File: src/rtl/regfile_sb_if.sv
// regfile_sb_if: bus bundle between decode/writeback (master) and the register file (slave).
//   Read  : rd_en, rd_adr[NRD*AW] -> rd_data[NRD*XLEN], rd_busy[NRD] (registered)
//   Write : wr_en, wr_adr, wr_data
//   Score : rsv_en, rsv_adr, flush -> busy_vec[NREGS]
interface regfile_sb_if #(
    parameter int unsigned XLEN  = 32,
    parameter int unsigned NREGS = 16,
    parameter int unsigned NRD   = 2
);
    localparam int unsigned AW = $clog2(NREGS);

    logic                rd_en;
    logic [NRD*AW-1:0]   rd_adr;
    logic [NRD*XLEN-1:0] rd_data;
    logic [NRD-1:0]      rd_busy;
    logic                wr_en;
    logic [AW-1:0]       wr_adr;
    logic [XLEN-1:0]     wr_data;
    logic                rsv_en;
    logic [AW-1:0]       rsv_adr;
    logic                flush;
    logic [NREGS-1:0]    busy_vec;

    modport master (
        output rd_en, rd_adr, wr_en, wr_adr, wr_data, rsv_en, rsv_adr, flush,
        input  rd_data, rd_busy, busy_vec
    );

    modport slave (
        input  rd_en, rd_adr, wr_en, wr_adr, wr_data, rsv_en, rsv_adr, flush,
        output rd_data, rd_busy, busy_vec
    );
endinterface

File: src/rtl/regfile_sb.sv
// regfile_sb: NREGS x XLEN register file with NRD registered read ports, one write port and a
// per-register pending scoreboard. Register 0 reads as zero and is never pending.
//   clk   : clock, rising edge
//   reset : asynchronous active-low reset
//   bus   : regfile_sb_if.slave (read, write, reserve, flush, busy_vec)
// Optional feature: define REGFILE_BYPASS_EN to forward same-cycle write data (and the updated
// pending bit) to a read port whose address matches the write.
module regfile_sb #(
    parameter int unsigned XLEN  = 32,
    parameter int unsigned NREGS = 16,
    parameter int unsigned NRD   = 2
) (
    input logic         clk,
    input logic         reset,
    regfile_sb_if.slave bus
);
    localparam int unsigned AW = $clog2(NREGS);

    logic [XLEN-1:0]     regs_q [NREGS];
    logic [XLEN-1:0]     regs_d [NREGS];
    logic [NREGS-1:0]    pend_q, pend_d;
    logic [NRD*XLEN-1:0] rd_data_q, rd_data_d;
    logic [NRD-1:0]      rd_busy_q, rd_busy_d;
    logic [AW-1:0]       port_adr [NRD];
    logic                wr_hit;

    assign wr_hit = bus.wr_en && (bus.wr_adr != '0);

    always_comb begin
        for (int p = 0; p < NRD; p++) begin
            port_adr[p] = bus.rd_adr[p*AW +: AW];
        end
    end

    // Data update; entry 0 is forced to zero so reads of x0 need no special case.
    always_comb begin
        for (int r = 0; r < NREGS; r++) begin
            regs_d[r] = regs_q[r];
        end
        if (wr_hit) begin
            regs_d[bus.wr_adr] = bus.wr_data;
        end
        regs_d[0] = '0;
    end

    // Pending update: later assignments win, giving flush > reserve > write-clear.
    always_comb begin
        pend_d = pend_q;
        if (wr_hit) begin
            pend_d[bus.wr_adr] = 1'b0;
        end
        if (bus.rsv_en && (bus.rsv_adr != '0)) begin
            pend_d[bus.rsv_adr] = 1'b1;
        end
        if (bus.flush) begin
            pend_d = '0;
        end
        pend_d[0] = 1'b0;
    end

    always_comb begin
        rd_data_d = rd_data_q;
        rd_busy_d = rd_busy_q;
        if (bus.rd_en) begin
            for (int p = 0; p < NRD; p++) begin
`ifdef REGFILE_BYPASS_EN
                if (wr_hit && (port_adr[p] == bus.wr_adr)) begin
                    rd_data_d[p*XLEN +: XLEN] = bus.wr_data;
                    rd_busy_d[p]              = pend_d[port_adr[p]];
                end else begin
                    rd_data_d[p*XLEN +: XLEN] = regs_q[port_adr[p]];
                    rd_busy_d[p]              = pend_q[port_adr[p]];
                end
`else
                rd_data_d[p*XLEN +: XLEN] = regs_q[port_adr[p]];
                rd_busy_d[p]              = pend_q[port_adr[p]];
`endif
            end
        end
    end

    always_ff @(posedge clk or negedge reset) begin
        if (!reset) begin
            for (int r = 0; r < NREGS; r++) begin
                regs_q[r] <= '0;
            end
            pend_q    <= '0;
            rd_data_q <= '0;
            rd_busy_q <= '0;
        end else begin
            for (int r = 0; r < NREGS; r++) begin
                regs_q[r] <= regs_d[r];
            end
            pend_q    <= pend_d;
            rd_data_q <= rd_data_d;
            rd_busy_q <= rd_busy_d;
        end
    end

    assign bus.rd_data  = rd_data_q;
    assign bus.rd_busy  = rd_busy_q;
    assign bus.busy_vec = pend_q;
endmodule

File: src/flat_wrapper.sv
// flat-port wrapper written by rule: the top's interface ports become plain ports
module regfile_sb_flat 
#(
    parameter int unsigned XLEN  = 32,
    parameter int unsigned NREGS = 16,
    parameter int unsigned NRD   = 2
)
  (clk, reset, bus_rd_en, bus_rd_adr, bus_wr_en, bus_wr_adr, bus_wr_data, bus_rsv_en, bus_rsv_adr, bus_flush, bus_rd_data, bus_rd_busy, bus_busy_vec);
  regfile_sb_if #(.XLEN(XLEN), .NREGS(NREGS), .NRD(NRD)) bus_i ();
  input logic clk;
  input logic reset;
  input wire logic [$bits(bus_i.rd_en)-1:0] bus_rd_en;
  input wire logic [$bits(bus_i.rd_adr)-1:0] bus_rd_adr;
  input wire logic [$bits(bus_i.wr_en)-1:0] bus_wr_en;
  input wire logic [$bits(bus_i.wr_adr)-1:0] bus_wr_adr;
  input wire logic [$bits(bus_i.wr_data)-1:0] bus_wr_data;
  input wire logic [$bits(bus_i.rsv_en)-1:0] bus_rsv_en;
  input wire logic [$bits(bus_i.rsv_adr)-1:0] bus_rsv_adr;
  input wire logic [$bits(bus_i.flush)-1:0] bus_flush;
  output wire logic [$bits(bus_i.rd_data)-1:0] bus_rd_data;
  output wire logic [$bits(bus_i.rd_busy)-1:0] bus_rd_busy;
  output wire logic [$bits(bus_i.busy_vec)-1:0] bus_busy_vec;
  assign bus_i.rd_en = bus_rd_en;
  assign bus_i.rd_adr = bus_rd_adr;
  assign bus_i.wr_en = bus_wr_en;
  assign bus_i.wr_adr = bus_wr_adr;
  assign bus_i.wr_data = bus_wr_data;
  assign bus_i.rsv_en = bus_rsv_en;
  assign bus_i.rsv_adr = bus_rsv_adr;
  assign bus_i.flush = bus_flush;
  assign bus_rd_data = bus_i.rd_data;
  assign bus_rd_busy = bus_i.rd_busy;
  assign bus_busy_vec = bus_i.busy_vec;
  regfile_sb #(.XLEN(XLEN), .NREGS(NREGS), .NRD(NRD)) u_core (.clk(clk), .reset(reset), .bus(bus_i));
endmodule
File: config.mk
export PLATFORM = sky130hd
export DESIGN_NAME = regfile_sb_flat
export DESIGN_NICKNAME = d
export VERILOG_FILES = /design/src/rtl/regfile_sb_if.sv /design/src/rtl/regfile_sb.sv /design/src/flat_wrapper.sv
export SDC_FILE = /design/constraint.sdc
export NUM_CORES = 1
export LEC_CHECK = 0
export CORE_MARGIN = 4
export CORE_UTILIZATION = 55
export CTS_BUF_LIST = sky130_fd_sc_hd__clkbuf_4
export CTS_CLUSTER_DIAMETER = 60
export DETAILED_ROUTE_END_ITERATION = 16
export HOLD_SLACK_MARGIN = 0.08
export PLACE_DENSITY = 0.77
export SKIP_CTS_REPAIR_TIMING = 1
export SYNTH_ARGS = -nofsm -noshare
export SYNTH_HDL_FRONTEND = slang
export SYNTH_SLANG_ARGS = --single-unit
File: constraint.sdc
create_clock -name clk -period 2.2 [get_ports clk]
set_input_delay 0.33 -clock clk [delete_from_list [all_inputs] [get_ports clk]]
set_output_delay 0.33 -clock clk [all_outputs]
set_load 0.01 [all_outputs]
==> impl_results.md <==
- Combinational Power Share: 0.224
- Synth Net Count: 2072
- Avg Cell Area, Syn: 14.3 um2
- Leak: 15.4 nW
- Root Buffer: clkbuf_4
- Final hold vios: 0
- First-pass GRT wire length: 124000 um
- MaxCap Viol Count: 0
- Outcome: finished, final reports clean
- Worst Hold Depth: 3
- Top routing layer used: met4
- Register area share after synthesis: 0.486
- Setup violations, final: 0
- Crit path capture type: register
- FP Rows: 83
- Cell taking the most area after synthesis: dfrtp_1
- Yosys cell types: 33
- Largest net degree at the start of global routing: 93
- Worst path required time: 3.07 ns
- I/O pin count: 136
- Met1 WL: 32000 um
- CTS max path bufs: 3
- HP Class: in -> reg
- Met3 WL post-DR: 6340 um
- Worst path cell trace: dlygate4sd3_1 -> clkbuf_8 -> buf_12 -> mux4_2 -> nand2b_1 -> a32oi_1 -> o21ai_0 -> dlygate4sd3_1
- Clock-pin slew on the worst setup and hold paths: 0.06 ns
- Clock Power Share: 0.305
- Part of the power in registers: 0.471
- Clk sinks: 561
- Via/cell ratio: 6.59
- Die Height: 237 um
- # DRC: 0
- Total number of vias: 19905
- WL met2: 39000 um
- Worst VDD drop: 0.000709 V
- Synth top area cells: dfrtp_1, mux2_2, mux4_2, mux2i_1, mux4_1
- Die W: 237 um
- Critical-path maximum fanout: 22
- Core ar.: 0.0516 mm2
- Fmax: 0.475 GHz
- GPL Wtd Cong: 0.832
- Top cell type's share of synthesized area: 0.486
- Starting density of the core: 0.560
- GRT Total Usage: 0.284
- Share of post-route cells with drive strength above 1: 0.457
- RSZ-0062 raised after global routing: no
- Die area: 0.0563 mm2
- Worst R2R Setup Slack: 0.15 ns
- DR WL/cell: 26.4 um
- Synth warn: 0
- Worst slew pin tran: 0.980 ns
- Nets: 2284
- Most common cell after layout, fill and taps aside: dfrtp_1
- RR Endpoint: u_core.bus.rd_data[46]
- Initial antenna violation count: 5
- First DRT Iteration DRCs: 1786
- Clock latency on the worst-skew pair: 0.99 ns
- Setup TNS: 0 ns
- Post-synthesis to final-layout area growth: 18.1%
- Pwr per Cell Area: 898 mW/mm2
- Pre-Repair DR Iteration Count: 5
- Vias in the first global route: 20994
- Worst slew margin: 0.346
- Max Clock Skew: 0.0549 ns
- Fin. max-slew vios: 0
- DRT antenna net count: 0
- Post-DP HPWL: 49600 um
- Worst R2R Start: u_core.regs_q[366]
- CP max stage cell: dlygate4sd3_1
- Max incr delay on CP: 0.56 ns
- #FFs+latches synth: 561
- TritonCTS clock tree: done
- Min-Delay Endpoint: u_core.bus.busy_vec[7]
- Net Sw Power: 8.76 mW
- Fin crit share: 0.957
- Worst r2r path cells: 5
- I/O Buffers: 134
- Crit Path Class: in -> reg
- Final min period: 2.10 ns
- Worst Min Path Start: bus_rsv_adr[0]
- Most frequent cells in the layout: dfrtp_1, mux2_2, clkbuf_4, mux4_2, mux2i_1
- Switching Share: 0.286
- Cts bufs inserted: 148
- Critical Path AT: 2.98 ns
- Fin util: 0.661
- H-tree lvl count: 4
- Pint: 21.9 mW
- Final WL: 79600 um
- Grt total ovfl: 0
- Most used cell, CP: dlygate4sd3_1
- Mapped cell area: 0.0289 mm2
- CP Launch Type: input pin
- Post-Synthesis Cells: 2018
## layer usage
metal	vias up	GRT usage
li1	8322	-
met1	10527	0.377
met2	885	0.454
met3	171	0.0787
met4	0	0.103
met5	-	0
## through the flow
step	std cells	setup WS, ns	total power, mW	instance area [um2]	hold WS, ns
2_1_floorplan	2018	0.469	18.9	28900	0.0344
3_3_place_gp	2738	0.0644	21.0	31800	0.298
3_5_place_dp	2738	0.00897	21.4	31800	0.298
4_1_cts	2993	-0.267	30.8	33700	-0.784
5_1_grt	3019	0.0394	32.2	34100	0.0941
6_report	3019	0.0955	30.6	34100	0.163
## state kept, by name, summed over array words and instances (netlist names)
register / cells
u_core.bus.busy_vec: 15
u_core.regs_q: 480
u_core.bus.rd_busy: 2
u_core.bus.rd_data: 64
## power groups by stage
| stage | registers (mW) | clock network (mW) | logic [mW] |
|---|---|---|---|
| floorplan | 14.0 | 0 | 4.88 |
| global placement | 14.4 | 0 | 6.61 |
| detailed placement | 14.6 | 0 | 6.85 |
| CTS | 14.4 | 9.56 | 6.89 |
| global route | 14.7 | 10.1 | 7.42 |
| finish | 14.4 | 9.34 | 6.87 |
## critical path: cells and delay by family
kind	cells	cell delay, ns
muxes	1	0.52
and+or+nand+nor	1	0.16
AOI/OAI and AO/OA	2	0.36
buffers and inverters	4	1.58
## how the worst max path moves through the flow
stage                                 from                     end  cells after the start
CTS                 u_core.bus.busy_vec[4]         bus_busy_vec[4]                      1
global placement             bus_wr_adr[0]       u_core.regs_q[51]                      6
global route            u_core.regs_q[270]  u_core.bus.rd_data[46]                      5
finish                       bus_rd_adr[4]  u_core.bus.rd_data[46]                      8
detailed placement           bus_wr_adr[0]       u_core.regs_q[53]                      6
floorplan                    bus_rd_adr[2]  u_core.bus.rd_data[10]                      7
## synthesized netlist by cell type, drive strengths merged
cell,number
nand2b,39
or3,3
o21ai,42
dfrtp,561
clkbuf,94
nor2,52
mux2i,132
nor4,33
a21oi,43
nand2,9
and3,1
buf,111
mux4,165
a221o,33
and3b,1
nor2b,3
nand3,5
mux2,546
a211oi,33
a22oi,4
nand4,1
inv,1
conb,1
a32oi,34
o22ai,66
nor3b,1
nand3b,4
## kinds of logic after synthesis
| kind of cell | share of synthesized area |
|---|---|
| other | 0.000130 |
| DFF | 0.486 |
| buffers and inverters | 0.0364 |
| muxes | 0.390 |
| AOI/OAI and AO/OA | 0.0604 |
| and+or+nand+nor | 0.0277 |
## area by class of cell
cell class / instances / area [um2]
clock buffer: 219 / 1640
antenna: 4 / 10.0
clock inverter: 36 / 249
sequential: 561 / 14000
multi-input combinational: 1251 / 13900
timing repair buffer: 267 / 3400
inverter: 1 / 3.75
fill: 3609 / 17500
tap: 680 / 851
No activity file was read; power rests on OpenSTA's default activity.
